File: src/rtl/snake_pkg.sv
// Shared constants, FSM encoding and helpers for the snake score overlay.
package snake_pkg;

    localparam int SCORE_W    = 14;
    localparam int DIGITS     = 4;
    localparam int GLYPH_W    = 16;
    localparam int GLYPH_H    = 32;
    localparam int GLYPH_SIZE = GLYPH_W * GLYPH_H;   // address stride between glyphs
    localparam int BCD_W      = 4 * DIGITS;
    localparam int CNT_W      = $clog2(SCORE_W + 1);

    localparam logic [SCORE_W-1:0] MAX_SCORE   = SCORE_W'(10**DIGITS - 1);
    localparam logic [7:0]         TRANSPARENT = 8'h00;

    typedef enum logic [1:0] {
        ST_IDLE   = 2'd0,
        ST_LOAD   = 2'd1,
        ST_SHIFT  = 2'd2,
        ST_COMMIT = 2'd3
    } conv_state_t;

    function automatic logic [SCORE_W-1:0] saturate_score(input logic [SCORE_W-1:0] v);
        return (v > MAX_SCORE) ? MAX_SCORE : v;
    endfunction

endpackage

File: src/rtl/score_digit_renderer_bcd.sv
// Iterative double-dabble binary-to-BCD converter; one shift per cycle.
//  state     | meaning
//  ST_IDLE   | waiting for start, captures (saturated) value
//  ST_LOAD   | clear BCD accumulator, arm shift counter
//  ST_SHIFT  | add-3 adjust then shift one bit per cycle
//  ST_COMMIT | BCD result stable, done pulse for one cycle
module bcd_converter
    import snake_pkg::*;
(
    input  logic               clk,
    input  logic               reset,
    input  logic               i_start,
    input  logic [SCORE_W-1:0] i_value,
    output logic               o_busy,
    output logic               o_done,
    output logic [BCD_W-1:0]   o_bcd
);

    conv_state_t        r_state;
    conv_state_t        w_state_nxt;
    logic [SCORE_W-1:0] r_bin;
    logic [BCD_W-1:0]   r_bcd;
    logic [CNT_W-1:0]   r_cnt;
    logic [BCD_W-1:0]   w_adj;

    always_ff @(posedge clk) begin
        if (reset) begin
            r_state <= ST_IDLE;
        end else begin
            r_state <= w_state_nxt;
        end
    end

    always_comb begin
        w_state_nxt = r_state;
        case (r_state)
            ST_IDLE:   if (i_start) w_state_nxt = ST_LOAD;
            ST_LOAD:   w_state_nxt = ST_SHIFT;
            ST_SHIFT:  if (r_cnt == CNT_W'(1)) w_state_nxt = ST_COMMIT;
            ST_COMMIT: w_state_nxt = ST_IDLE;
            default:   w_state_nxt = ST_IDLE;
        endcase
    end

    always_comb begin
        o_busy = (r_state != ST_IDLE);
        o_done = (r_state == ST_COMMIT);
        o_bcd  = r_bcd;
    end

    always_comb begin
        w_adj = r_bcd;
        for (int i = 0; i < DIGITS; i++) begin
            if (r_bcd[4*i +: 4] >= 4'd5) begin
                w_adj[4*i +: 4] = r_bcd[4*i +: 4] + 4'd3;
            end
        end
    end

    always_ff @(posedge clk) begin
        if (reset) begin
            r_bin <= '0;
            r_bcd <= '0;
            r_cnt <= '0;
        end else begin
            case (r_state)
                ST_IDLE: begin
                    if (i_start) r_bin <= saturate_score(i_value);
                end
                ST_LOAD: begin
                    r_bcd <= '0;
                    r_cnt <= CNT_W'(SCORE_W);
                end
                ST_SHIFT: begin
                    r_bcd <= {w_adj[BCD_W-2:0], r_bin[SCORE_W-1]};
                    r_bin <= {r_bin[SCORE_W-2:0], 1'b0};
                    r_cnt <= r_cnt - CNT_W'(1);
                end
                default: ;
            endcase
        end
    end

endmodule

File: src/rtl/score_digit_renderer.sv
// Score overlay: BCD display registers plus a 3-stage pixel -> sprite RAM -> colour pipeline.
// Optional macro SCORE_LEADING_ZERO_BLANK_EN blanks leading zero digits (units digit always shown).
module score_digit_renderer
    import snake_pkg::*;
#(
    parameter int ORIGIN_X   = 16,
    parameter int ORIGIN_Y   = 16,
    parameter int ADDR_WIDTH = 16,
    parameter int DATA_WIDTH = 8
) (
    input  logic                  clk,
    input  logic                  reset,
    input  logic [SCORE_W-1:0]    score_i,
    input  logic                  score_load,
    output logic                  busy_o,
    input  logic [9:0]            pix_x,
    input  logic [9:0]            pix_y,
    input  logic                  pix_en,
    output logic [ADDR_WIDTH-1:0] rom_addr,
    output logic                  rom_en,
    input  logic [DATA_WIDTH-1:0] rom_data,
    output logic [DATA_WIDTH-1:0] pix_o,
    output logic                  pix_hit_o
);

    localparam int         LOG_W = $clog2(GLYPH_W);
    localparam int         LOG_H = $clog2(GLYPH_H);
    localparam int         IDX_W = $clog2(DIGITS);
    localparam logic [9:0] X0    = 10'(ORIGIN_X);
    localparam logic [9:0] Y0    = 10'(ORIGIN_Y);
    localparam logic [9:0] WIN_W = 10'(DIGITS * GLYPH_W);
    localparam logic [9:0] WIN_H = 10'(GLYPH_H);

    logic               w_conv_busy;
    logic               w_conv_done;
    logic [BCD_W-1:0]   w_bcd;
    logic               w_start;
    logic [SCORE_W-1:0] w_start_val;
    logic               r_pend_vld;
    logic [SCORE_W-1:0] r_pend_val;
    logic [3:0]         r_disp [DIGITS];

    logic [9:0]            w_dx;
    logic [9:0]            w_dy;
    logic                  w_in_win;
    logic [IDX_W-1:0]      w_idx;
    logic [LOG_W-1:0]      w_col;
    logic [LOG_H-1:0]      w_row;
    logic [3:0]            w_glyph;
    logic [ADDR_WIDTH-1:0] w_addr;
    logic                  w_blank;
    logic                  w_issue;
    logic                  r_v2;
    logic                  w_opaque;

    // A load that arrives mid-conversion waits here; a newer one overwrites it.
    assign w_start     = (score_load || r_pend_vld) && !w_conv_busy;
    assign w_start_val = score_load ? score_i : r_pend_val;
    assign busy_o      = w_conv_busy;

    always_ff @(posedge clk) begin
        if (reset) begin
            r_pend_vld <= 1'b0;
            r_pend_val <= '0;
        end else if (score_load && w_conv_busy) begin
            r_pend_vld <= 1'b1;
            r_pend_val <= score_i;
        end else if (w_start) begin
            r_pend_vld <= 1'b0;
        end
    end

    bcd_converter u_bcd (
        .clk     (clk),
        .reset   (reset),
        .i_start (w_start),
        .i_value (w_start_val),
        .o_busy  (w_conv_busy),
        .o_done  (w_conv_done),
        .o_bcd   (w_bcd)
    );

    always_ff @(posedge clk) begin
        if (reset) begin
            for (int i = 0; i < DIGITS; i++) r_disp[i] <= 4'd0;
        end else if (w_conv_done) begin
            for (int i = 0; i < DIGITS; i++) r_disp[i] <= w_bcd[4*(DIGITS-1-i) +: 4];
        end
    end

    assign w_dx     = pix_x - X0;
    assign w_dy     = pix_y - Y0;
    assign w_in_win = pix_en && (pix_x >= X0) && (w_dx < WIN_W) && (pix_y >= Y0) && (w_dy < WIN_H);
    assign w_idx    = w_dx[LOG_W +: IDX_W];
    assign w_col    = w_dx[LOG_W-1:0];
    assign w_row    = w_dy[LOG_H-1:0];
    assign w_glyph  = r_disp[w_idx];
    assign w_addr   = ADDR_WIDTH'(w_glyph) * ADDR_WIDTH'(GLYPH_SIZE)
                    + ADDR_WIDTH'(w_row) * ADDR_WIDTH'(GLYPH_W)
                    + ADDR_WIDTH'(w_col);

`ifdef SCORE_LEADING_ZERO_BLANK_EN
    logic [DIGITS-1:0] w_lz;

    always_comb begin
        logic run;
        run  = 1'b1;
        w_lz = '0;
        for (int i = 0; i < DIGITS; i++) begin
            run     = run && (r_disp[i] == 4'd0);
            w_lz[i] = run;
        end
    end

    assign w_blank = w_lz[w_idx] && (w_idx != IDX_W'(DIGITS - 1));
`else
    assign w_blank = 1'b0;
`endif

    assign w_issue = w_in_win && !w_blank;

    always_ff @(posedge clk) begin
        if (reset) begin
            rom_addr <= '0;
            rom_en   <= 1'b0;
            r_v2     <= 1'b0;
        end else begin
            rom_addr <= w_issue ? w_addr : '0;
            rom_en   <= w_issue;
            r_v2     <= rom_en;
        end
    end

    assign w_opaque = r_v2 && (rom_data != DATA_WIDTH'(TRANSPARENT));

    always_ff @(posedge clk) begin
        if (reset) begin
            pix_o     <= '0;
            pix_hit_o <= 1'b0;
        end else begin
            pix_o     <= w_opaque ? rom_data : DATA_WIDTH'(TRANSPARENT);
            pix_hit_o <= w_opaque;
        end
    end

endmodule

File: config.mk
export PLATFORM = sky130hd
export DESIGN_NAME = score_digit_renderer
export DESIGN_NICKNAME = d
export VERILOG_FILES = /design/src/rtl/snake_pkg.sv /design/src/rtl/score_digit_renderer_bcd.sv /design/src/rtl/score_digit_renderer.sv
export SDC_FILE = /design/constraint.sdc
export NUM_CORES = 1
export LEC_CHECK = 0
export CORE_UTILIZATION = 53
export CTS_CLUSTER_SIZE = 30
export DETAILED_ROUTE_END_ITERATION = 6
export GPL_TIMING_DRIVEN = 1
export PLACE_DENSITY = 0.77
export SYNTH_ARGS = -nofsm -noshare
export SYNTH_HDL_FRONTEND = slang
export SYNTH_SLANG_ARGS = --single-unit
File: constraint.sdc
create_clock -name clk -period 1.9 [get_ports clk]
set_input_delay 0.57 -clock clk [delete_from_list [all_inputs] [get_ports clk]]
set_output_delay 0.57 -clock clk [all_outputs]
set_load 0.01 [all_outputs]
# After elaboration in Yosys (flattened, before gate mapping)
# Memories as Yosys holds them, arrays and structs flattened.
# Index checks and enable logic that the tools add are counted.
# totals
ramBits	16
output_inout_bits	27
latch_bits	0
input_bits	46
memories	1
romBits	0
word_cells	85
ff_bits	78
# memory_table
memory	words	width	rd	rd_ports_with_merged_regs	wr	line	text
r_disp	4	4	1	0	4	score_digit_renderer.sv:41	logic [3:0] r_disp [DIGITS];
# classes
shift	0
n_lt_le_gt_ge	9
bitwise	6
reduce_logical	19
multipliers	0
div	0
n_mux	24
addsub	9
eq_ne	6
# op_table
cell	count
14-bit 2-to-1 mux	3
16-bit one-hot mux with 2 select lines	1
4-bit 2-to-1 mux	7
14-bit one-hot mux with 2 select lines	1
10-bit by 5-bit >= comparator with 1-bit output (second input constant)	2
10-bit by 5-bit subtractor with 10-bit output (second input constant)	2
4-bit by 3-bit >= comparator with 1-bit output (second input constant)	4
14-bit by 4-bit adder with 15-bit output	1
13-bit by 9-bit adder with 14-bit output	1
14-bit > comparator (second input constant)	1
4-bit by 2-bit adder with 4-bit output (second input constant)	3
10-bit by 6-bit < comparator with 1-bit output (second input constant)	1
10-bit by 7-bit < comparator with 1-bit output (second input constant)	1
2-bit one-hot mux with 4 select lines	1
4-bit one-hot mux with 2 select lines	1
2-bit nonzero test	4
8-bit nonzero test	1
1-bit logical AND	7
1-bit 2-to-1 mux	7
2-bit equality test (second input constant)	2
4-bit by 1-bit equality test with 1-bit output (second input constant)	1
2-bit 2-to-1 mux	2
2-bit by 1-bit != test with 1-bit output (second input constant)	2
1-bit bitwise OR	4
other kinds (10)	13

# Logic depth before layout (Yosys ltp)
# Gate-level depths: netlist (run 1).
# depth
ltp_word	7
mapped_depth	9

# By module
# A second synthesis (run 1) with hierarchy kept.
# hier_totals
hier_cells	427
hier_area_um2	4280.4
# modules_own_cells
module	seq_area_each_um2	instances	cells_per_inst	area_each_um2
score_digit_renderer	1261.2	1	199	2274.7
bcd_converter	720.7	1	228	2005.7

# Worst setup path before layout (run 1)
# Ideal clock, no wire load.
# synth_timing
path_kind	input port to flip-flop
from	input reset
to	memory r_disp[0][0] (enable)
t_required_ps	1566
setup_ps	334
stages	3
path_buffers	2
t_arrival_ps	1458
slack_ps	108
cell_sequence	clkbuf_1 buf_1 or2_2
# synth_rtl
element	line	text
start, declared	score_digit_renderer.sv:12	input logic reset,
end, declared	score_digit_renderer.sv:41	

# Worst setup path in the final report (run 1)
# layout_timing
from	register u_bcd.r_state[0]
to	output busy_o
# layout_via
elab_chain_cells	1
# layout_rtl
element	line	text
start, declared	score_digit_renderer_bcd.sv:19	conv_state_t r_state;
start signal, assigned	score_digit_renderer_bcd.sv:30	r_state <= w_state_nxt;
2-bit nonzero test	score_digit_renderer_bcd.sv:46	o_busy = (r_state != ST_IDLE);
end, declared	score_digit_renderer.sv:15	output logic busy_o,
# No other way between the ends.

==> results of run 1 <==
[layout make-up]
| class | instances | area, um^2 |
|---|---|---|
| multi-input cells | 294 | 2000 |
| inverters | 20 | 75.1 |
| well taps | 102 | 128 |
| fillers | 595 | 2250 |
| clock inverters | 7 | 97.6 |
| clock buffers | 9 | 124 |
| repair buffers | 109 | 1030 |
| flip-flops and latches | 91 | 1980 |
[Yosys cell counts (all sizes together), types with 5 or more instances]
cell type / number
dfxtp: 75
nand2: 48
and2: 39
a21oi: 32
nor2: 22
inv: 20
edfxtp: 16
buf: 15
ha: 15
o21ai: 15
clkbuf: 11
nand2b: 10
nor3: 10
mux2: 9
a221oi: 8
nor2b: 7
o211ai: 7
mux2i: 6
xnor2: 5
[power by group through the flow]
stage          registers, uW  clock network, uW  logic (uW)
6_report                2360               1440        2000
5_1_grt                 2390               1540        2190
4_1_cts                 2360               1470        1970
3_5_place_dp            2400                  0        1950
3_3_place_gp            2390                  0        1910
2_1_floorplan           2360                  0        1310
[flip-flops by register name, summed over array words and instances, names as in the netlist]
name	cells
r_disp	16
u_bcd.o_bcd	16
r_pend_val	14
u_bcd.r_bin	14
rom_addr	13
pix_o	8
u_bcd.r_cnt	4
u_bcd.r_state	2
pix_hit_o	1
r_pend_vld	1
r_v2	1
rom_en	1
[worst register-to-register path: stages (launching register included)]
cell and delay [ns]:
dfxtp_1 0.32, buf_4 0.14, ha_1 0.18, buf_4 0.20, inv_1 0.23, o211ai_1 0.15
buf_4 0.16, o221ai_1 0.21, a21oi_1 0.09
[routing by layer]
layer / part of all wire / vias up / routed length (um)
met4: 0.012 / 0 / 109
met5: 0 / - / 0
met3: 0.053 / 10 / 493
li1: - / 1703 / -
met1: 0.45 / 1616 / 4140
met2: 0.49 / 115 / 4520
[logic make-up (layout without fill, tap and decap cells)]
kind of cell / Yosys count / in the layout / synth area share
adders and majority gates: 15 / 15 / 0.0448
muxes: 19 / 19 / 0.0601
buffers and inverters: 46 / 145 / 0.0565
other: 1 / 3 / 0.000895
and+or+nand+nor: 153 / 153 / 0.191
xor gates and xnor gates: 8 / 8 / 0.0167
DFF: 91 / 91 / 0.473
AOI/OAI and AO/OA: 96 / 96 / 0.157
[per-stage QoR]
step                       util  power, uW
after floorplan               -       3670
after detailed placement  0.673       4350
after global routing      0.708       6120
after CTS                 0.702       5800
final                     0.708       5810
after global placement    0.673       4300
[placed cells by master (no fill, tap or decap), types with 3 or more instances in the layout]
master           count
a21oi_1             32
a221oi_1             7
a311oi_1             3
a32oi_1              4
and2_1              39
buf_4               36
clkbuf_8             9
clkdlybuf4s50_1     64
conb_1               3
dfxtp_1             75
dlymetal6s2s_1       4
edfxtp_1            16
ha_1                14
inv_1               20
mux2_2               9
mux2i_1              6
mux4_2               4
nand2_1             48
nand2b_1            10
nor2_1              21
nor2b_1              7
nor3_1               8
nor4_1               3
o211ai_1             7
o21ai_0             15
o31ai_1              4
o32ai_1              4
xnor2_1              5
xor2_1               3
[what timing repair did]
action	4_1_cts	5_1_grt
pin swaps	1	1
gates resized for setup	4	11
setup endpoints to repair	9	26
cloned	0	1
[worst min-delay path by stage]
stage	from	end
after floorplan	r_pend_val[1]	r_pend_val[1]
after global placement	r_pend_val[2]	r_pend_val[2]
after detailed placement	u_bcd.r_bin[8]	u_bcd.r_bin[8]
after CTS	u_bcd.r_bin[8]	u_bcd.r_bin[8]
after global routing	r_pend_val[3]	r_pend_val[3]
final	u_bcd.r_bin[8]	u_bcd.r_bin[8]
==> flow_summary.yaml, run 1 <==
outcome:
  status: "finished clean"
timing:
  fin_skew_ns: 0.0111
  rsz0062_at_grt: "false"
  finalHoldViolations: 0
  worst_pin_slew_ns: 0.622
  whs_ns: 0.456
  maxSlewHeadroom: 0.584
  setup_viol: 0
  max_freq_mhz: 545
  tns_ns: 0
  layout_setup_ws_ns: 0.0640
  fin_crit_ns: 1.84
  post-route-period-util: 0.966
  finalMaxSlewViolations: 0
floorplanning:
  die_width_um: 90.9
  floorplan.initialDensity: 0.545
  fp.dieH_um: 90.9
  fp.dieArea_um2: 8260
  rows: 32
  core_area_um2: 7690
  ios: 73
layout:
  design_area_um2: 5440
  layout-drive-gt1-share: 0.153
  nets: 586
  area_growth_pct: 29.9
  n_antenna_cell: 0
  final_cells: 632
power:
  p_clk_frac: 0.248
  seqPwrFrac: 0.407
  switchingPower_uw: 1910
  switching_share: 0.328
  power_frac_comb: 0.345
  p_leak_uw: 0.00212
  vdd_drop_max_mv: 0.738
  power_density_nw_per_um2: 1070
  p_int_uw: 3900
placed_design:
  dp_hpwl_um: 6820
  io_buffers: 69
  place.gp.congestion: 0.881
  dpl-instance-area_um2: 5170
  dp_cells: 615
  pre_cts_ws_ns: -0.410
synthesis:
  ys_warn_count: 0
  synth_area_um2: 4190
  synth_enable_flop_cells: 16
  yosysTopAreaCell: "dfxtp_1"
  synth_ff_type: "dfxtp_1"
  synth_top_cell_area_share: 0.359
  async_flop_share: 0
  ys_types: 58
  synthTopCellsByArea: "dfxtp_1, edfxtp_1, and2_1, ha_1, nand2_1"
  synthCells: 429
  syn_area_per_cell_um2: 9.76
  synth_seq_area_share: 0.473
  synth-seq-cells: 91
clocking:
  postCtsSetupRepairBufs: 0
  cts_tree: "built"
  cts_inserted_buffers: 9
  hold_buffers: 0
  cts_buffer_depth: 2
  cts.clk_slew.worst_paths_ns: 0.08
  root_buffer: "clkbuf_8"
  cts-htree-levels: 3
  clock_sinks: 91
  clk_latency_ns: 0.36
worst_setup_path:
  cp_common_cell: "inv_1"
  r2r_slack_ns: 0.12
  crit_chain: "inv_1 -> ha_2 -> inv_1 -> clkdlybuf4s15_2"
  cp_max_fo: 4
  slowest_delay_ns: 0.34
  crit_start: "u_bcd.r_state[0]"
  rr_worst_depth: 8
  cp_num_cells: 4
  crit_buf_inv: 3
  reg2reg_to: "u_bcd.r_bin[10]"
  crit_end: "busy_o"
  reg2reg_from: "u_bcd.r_state[1]"
  worstPathArrival_ns: 1.27
  cp_top_family: "buffers and inverters"
  cpMaxStageDelayCell: "dfxtp_1"
  end_kind: "primary output"
  required_ns: 1.33
  critPathKind: "flip-flop to primary output"
  critPathLaunchType: "flip-flop"
global_routing:
  grt_busiest_layer: "met2"
  grt_pass1_vias: 3188
  met2_usage: 0.386
  grt_max_degree: 18
  grt_pass1_wl_um: 14900
  antenna_found_initial: 0
  track_usage: 0.226
  globalRouteMet1Util: 0.288
  gr-usage-met3: 0.0488
  grt_overflow_total: 0
routing:
  vias_per_cell: 5.45
  drc: 0
  wl_per_cell_um: 14.7
  dr.pass1.iters: 4
  drt_iter0_markers: 179
  routed_wl_um: 9270
  vias: 3444
  antenna_left: 0
hold_path:
  hold_depth: 2
  worstHoldPathType: "flip-flop to flip-flop"
flow_run:
  maxCapViolCount: 0
Power figures use the tool's default switching activity.
==> inputs of run 2 (changes only) <==
--- a/config.mk
+++ b/config.mk
@@ -5,11 +5,13 @@
 export SDC_FILE = /design/constraint.sdc
 export NUM_CORES = 1
 export LEC_CHECK = 0
+export CAP_MARGIN = 0
 export CORE_UTILIZATION = 53
 export CTS_CLUSTER_SIZE = 30
 export DETAILED_ROUTE_END_ITERATION = 6
 export GPL_TIMING_DRIVEN = 1
 export PLACE_DENSITY = 0.77
+export SKIP_CTS_REPAIR_TIMING = 1
 export SYNTH_ARGS = -nofsm -noshare
 export SYNTH_HDL_FRONTEND = slang
 export SYNTH_SLANG_ARGS = --single-unit
==> run 2 against run 1 <==
Count of clock-buffer cells in the layout did not move. Die area did not move. Sequential power barely moved. Largest power group unchanged. Worst hold slack barely moved. Via count fell by 0.70%. Routed wire length fell by 0.12%. Final area barely moved. Register-to-register slack barely moved.
==> flow_summary.yaml, run 2 (same netlist as run 1, synthesis figures left out) <==
worst_setup_path:
  critPathLaunchType: "flip-flop"
  crit_end: "busy_o"
  r2r_slack_ns: 0.11
  worstPathArrival_ns: 1.25
  end_kind: "primary output"
  reg2reg_from: "u_bcd.r_state[1]"
  cpMaxStageDelayCell: "dfxtp_1"
  reg2reg_to: "u_bcd.r_bin[10]"
  slowest_delay_ns: 0.34
  cp_common_cell: "inv_1"
  crit_chain: "inv_1 -> ha_1 -> inv_1 -> dlymetal6s2s_1"
  required_ns: 1.33
  crit_start: "u_bcd.r_state[0]"
  critPathKind: "flip-flop to primary output"
  rr_worst_depth: 8
  cp_max_fo: 4
placed_design:
  place.gp.congestion: 0.881
  io_buffers: 69
  dpl-instance-area_um2: 5170
  dp_hpwl_um: 6820
floorplanning:
  rows: 32
  die_width_um: 90.9
  fp.dieH_um: 90.9
  floorplan.initialDensity: 0.545
  fp.dieArea_um2: 8260
  ios: 73
  core_area_um2: 7690
power:
  p_clk_frac: 0.249
  power_frac_comb: 0.344
  seqPwrFrac: 0.407
  p_int_uw: 3890
  vdd_drop_max_mv: 0.734
  switchingPower_uw: 1910
  switching_share: 0.329
  power_density_nw_per_um2: 1070
  p_leak_uw: 0.00212
global_routing:
  antenna_found_initial: 0
  track_usage: 0.226
  grt_overflow_total: 0
  grt_pass1_wl_um: 14900
  grt_max_degree: 18
  grt_pass1_vias: 3189
timing:
  max_freq_mhz: 551
  maxSlewHeadroom: 0.584
  worst_pin_slew_ns: 0.623
  tns_ns: 0
  finalMaxSlewViolations: 0
  rsz0062_at_grt: "false"
  fin_skew_ns: 0.0116
  finalHoldViolations: 0
  setup_viol: 0
  post-route-period-util: 0.956
  fin_crit_ns: 1.82
clocking:
  clk_latency_ns: 0.36
  cts_buffer_depth: 2
  cts.clk_slew.worst_paths_ns: 0.08
  root_buffer: "clkbuf_8"
  cts_tree: "built"
  cts_inserted_buffers: 9
  cts-htree-levels: 3
  clock_sinks: 91
routing:
  dr.pass1.iters: 4
  antenna_left: 0
  vias: 3420
  drc: 0
  routed_wl_um: 9260
  drt_iter0_markers: 199
  wl_per_cell_um: 14.6
  vias_per_cell: 5.41
hold_path:
  worstHoldPathType: "flip-flop to flip-flop"
layout:
  nets: 586
  n_antenna_cell: 0
  design_area_um2: 5440
  final_common_cell: "dfxtp_1"
  area_growth_pct: 29.8
  layout-drive-gt1-share: 0.151
  fillers: 597
  final_cell_mix: "dfxtp_1, clkdlybuf4s50_1, nand2_1, and2_1, buf_4"
flow_run:
  maxCapViolCount: 0
outcome:
  status: "finished clean"
## run 2: worst min-delay path by stage
stage                   startpoint             end  slack [ns]  depth (start not counted)
finish              u_bcd.r_bin[8]  u_bcd.r_bin[8]        0.46                          2
global route         r_pend_val[3]   r_pend_val[3]        0.48                          2
CTS                 u_bcd.r_bin[8]  u_bcd.r_bin[8]        0.46                          2
detailed placement  u_bcd.r_bin[8]  u_bcd.r_bin[8]        0.45                          2
global placement     r_pend_val[2]   r_pend_val[2]        0.44                          2
floorplan            r_pend_val[1]   r_pend_val[1]        0.43                          2
## run 2: critical path, delay by kind of cell, from the launching register on
family / cells / cell delay [ns]
buffers and inverters: 3 / 0.31
adder cells (fa/ha/maj): 1 / 0.25
flip-flops: 1 / 0.34
## run 2: power groups by stage
stage | registers (uW) | clock network, uW | logic (uW)
after floorplan | 2360 | 0 | 1310
after global placement | 2390 | 0 | 1910
after detailed placement | 2400 | 0 | 1950
after CTS | 2360 | 1470 | 1960
after global routing | 2390 | 1540 | 2180
final | 2360 | 1440 | 1990
## run 2: final cells by class
type                            instances  area (um^2)  share of cell area
Multi-Input combinational cell        294         2000               0.369
Clock inverter                          7         97.6              0.0179
Tap cell                              102          128              0.0235
Timing Repair Buffer                  109         1030               0.189
Sequential cell                        91         1980               0.364
Clock buffer                            9          124              0.0228
Inverter                               20         75.1              0.0138
## run 2: metrics by stage
| stage | total power [uW] | worst slack [ns] | cells | hold WS [ns] | utilization |
|---|---|---|---|---|---|
| 2_1_floorplan | 3670 | 0.108 | 431 | 0.432 | - |
| 6_report | 5800 | 0.0839 | 632 | 0.456 | 0.707 |
| 3_3_place_gp | 4300 | -0.342 | 615 | 0.439 | 0.673 |
| 5_1_grt | 6110 | 0.00973 | 632 | 0.483 | 0.707 |
| 3_5_place_dp | 4350 | -0.410 | 615 | 0.445 | 0.673 |
| 4_1_cts | 5790 | -0.323 | 631 | 0.457 | 0.701 |
## run 2: metal layers
metal	global-route usage	share of wire	up-vias
met5	0	0	-
met1	0.287	0.45	1609
met3	0.0488	0.047	12
li1	-	-	1701
met4	0.0661	0.014	0
met2	0.387	0.49	98
==> inputs of run 3 (changes only) <==
--- a/config.mk
+++ b/config.mk
@@ -7,10 +7,10 @@
 export LEC_CHECK = 0
 export CAP_MARGIN = 0
 export CORE_UTILIZATION = 53
-export CTS_CLUSTER_SIZE = 30
 export DETAILED_ROUTE_END_ITERATION = 6
 export GPL_TIMING_DRIVEN = 1
 export PLACE_DENSITY = 0.77
+export REMOVE_ABC_BUFFERS = 1
 export SKIP_CTS_REPAIR_TIMING = 1
 export SYNTH_ARGS = -nofsm -noshare
 export SYNTH_HDL_FRONTEND = slang
==> run 3 against run 2 <==
Register-to-register slack better by 0.08 ns. Worst setup slack worse by 0.0073 ns. Critical path depth down 3. Routed wire length is 2.2% lower. Total power is 4.7% lower. First-iteration DRC count down 24%. Clock power fell by 17%. Sequential cell count did not move. Via count grew 0.47%.
==> flow_summary.yaml, run 3 (same netlist as run 1, synthesis figures left out) <==
worst_setup_path:
  critPathKind: "flip-flop to primary output"
  crit_buf_inv: 1
  worstPathArrival_ns: 1.25
  cpMaxStageDelayCell: "clkdlybuf4s50_1"
  critPathLaunchType: "flip-flop"
  crit_chain: "clkdlybuf4s50_1"
  end_kind: "primary output"
  cp_top_family: "buffers and inverters"
  required_ns: 1.33
  cp_max_fo: 1
  slowest_delay_ns: 0.56
clocking:
  root_buffer: "clkbuf_8"
  clock_sinks: 91
  cts-htree-levels: 3
  cts_inserted_buffers: 9
  cts.clk_slew.worst_paths_ns: 0.09
  cts_buffer_depth: 2
  clk_latency_ns: 0.36
  cts_tree: "built"
global_routing:
  globalRouteMet1Util: 0.311
  antenna_found_initial: 0
  met2_usage: 0.374
  gr-usage-met3: 0.0370
  grt_max_degree: 24
  grt_pass1_wl_um: 15200
  grt_overflow_total: 0
  track_usage: 0.231
  grt_pass1_vias: 3267
  grt_busiest_layer: "met2"
placed_design:
  io_buffers: 69
  place.gp.congestion: 0.874
  dp_hpwl_um: 6720
power:
  finalPower_uw: 5530
  vdd_drop_max_mv: 0.752
  power_frac_comb: 0.356
  switchingPower_uw: 1930
  p_int_uw: 3600
  p_leak_uw: 0.00207
  power_density_nw_per_um2: 1030
  p_clk_frac: 0.216
  switching_share: 0.349
  seqPwrFrac: 0.428
floorplanning:
  die_width_um: 90.9
  floorplan.initialDensity: 0.545
  core_area_um2: 7690
  rows: 32
  fp.dieArea_um2: 8260
  fp.dieH_um: 90.9
  ios: 73
routing:
  dr.pass1.iters: 4
  antenna_left: 0
  drt_iter0_markers: 151
  vias_per_cell: 5.47
  wl_per_cell_um: 14.4
  drc: 0
  routed_wl_um: 9050
  vias: 3436
timing:
  max_freq_mhz: 548
  fin_skew_ns: 0.00497
  worst_pin_slew_ns: 0.684
  tns_ns: 0
  rsz0062_at_grt: "false"
  post-route-period-util: 0.960
  maxSlewHeadroom: 0.543
  finalHoldViolations: 0
  finalMaxSlewViolations: 0
  setup_viol: 0
  fin_crit_ns: 1.82
layout:
  n_antenna_cell: 0
  nets: 582
  final_common_cell: "dfxtp_1"
  final_cell_mix: "dfxtp_1, clkdlybuf4s50_1, nand2_1, and2_1, buf_4"
  layout-drive-gt1-share: 0.148
  area_growth_pct: 27.8
flow_run:
  maxCapViolCount: 0
outcome:
  status: "finished clean"
hold_path:
  worstHoldPathType: "flip-flop to flip-flop"
==> run 3: cell type report <==
cell class | instances | area, um^2
well taps | 102 | 128
repair buffers | 105 | 995
fillers | 601 | 2330
inverters | 20 | 78.8
clock buffers | 9 | 124
clock inverters | 7 | 53.8
multi-input cells | 294 | 1990
flip-flops and latches | 91 | 1980
==> run 3: metrics by stage <==
stage | util | instances | hold WS (ns) | setup slack, ns | cell area (um^2)
2_1_floorplan | - | 405 | 0.426 | -0.0255 | 4030
3_3_place_gp | 0.668 | 611 | 0.443 | -0.344 | 5130
3_5_place_dp | 0.668 | 611 | 0.450 | -0.401 | 5130
4_1_cts | 0.691 | 627 | 0.465 | -0.339 | 5310
5_1_grt | 0.696 | 628 | 0.478 | 0.0253 | 5350
6_report | 0.696 | 628 | 0.460 | 0.0766 | 5350
==> run 3: worst paths after layout <==
| check | startpoint | endpoint | slack, ns | cells after the start |
|---|---|---|---|---|
| setup / recovery | rom_addr[9] | rom_addr[9] | 0.08 | 1 |
| hold / removal | r_pend_val[2] | r_pend_val[2] | 0.46 | 2 |
| setup reg to reg | u_bcd.r_state[1] | u_bcd.r_bin[1] | 0.19 | 7 |
| hold reg to reg | r_pend_val[2] | r_pend_val[2] | 0.46 | 2 |
==> run 3: power groups by stage <==
| stage | clock network [uW] | logic (uW) | registers, uW |
|---|---|---|---|
| finish | 1200 | 1970 | 2370 |
| global route | 1310 | 2170 | 2400 |
| CTS | 1200 | 1920 | 2360 |
| detailed placement | 0 | 1910 | 2400 |
| global placement | 0 | 1860 | 2390 |
| floorplan | 0 | 1110 | 2360 |
==> run 3: routing by layer <==
metal	vias to the layer above	part of all wire
li1	1692	-
met1	1628	0.45
met2	100	0.47
met3	16	0.053
met4	0	0.020
met5	-	0
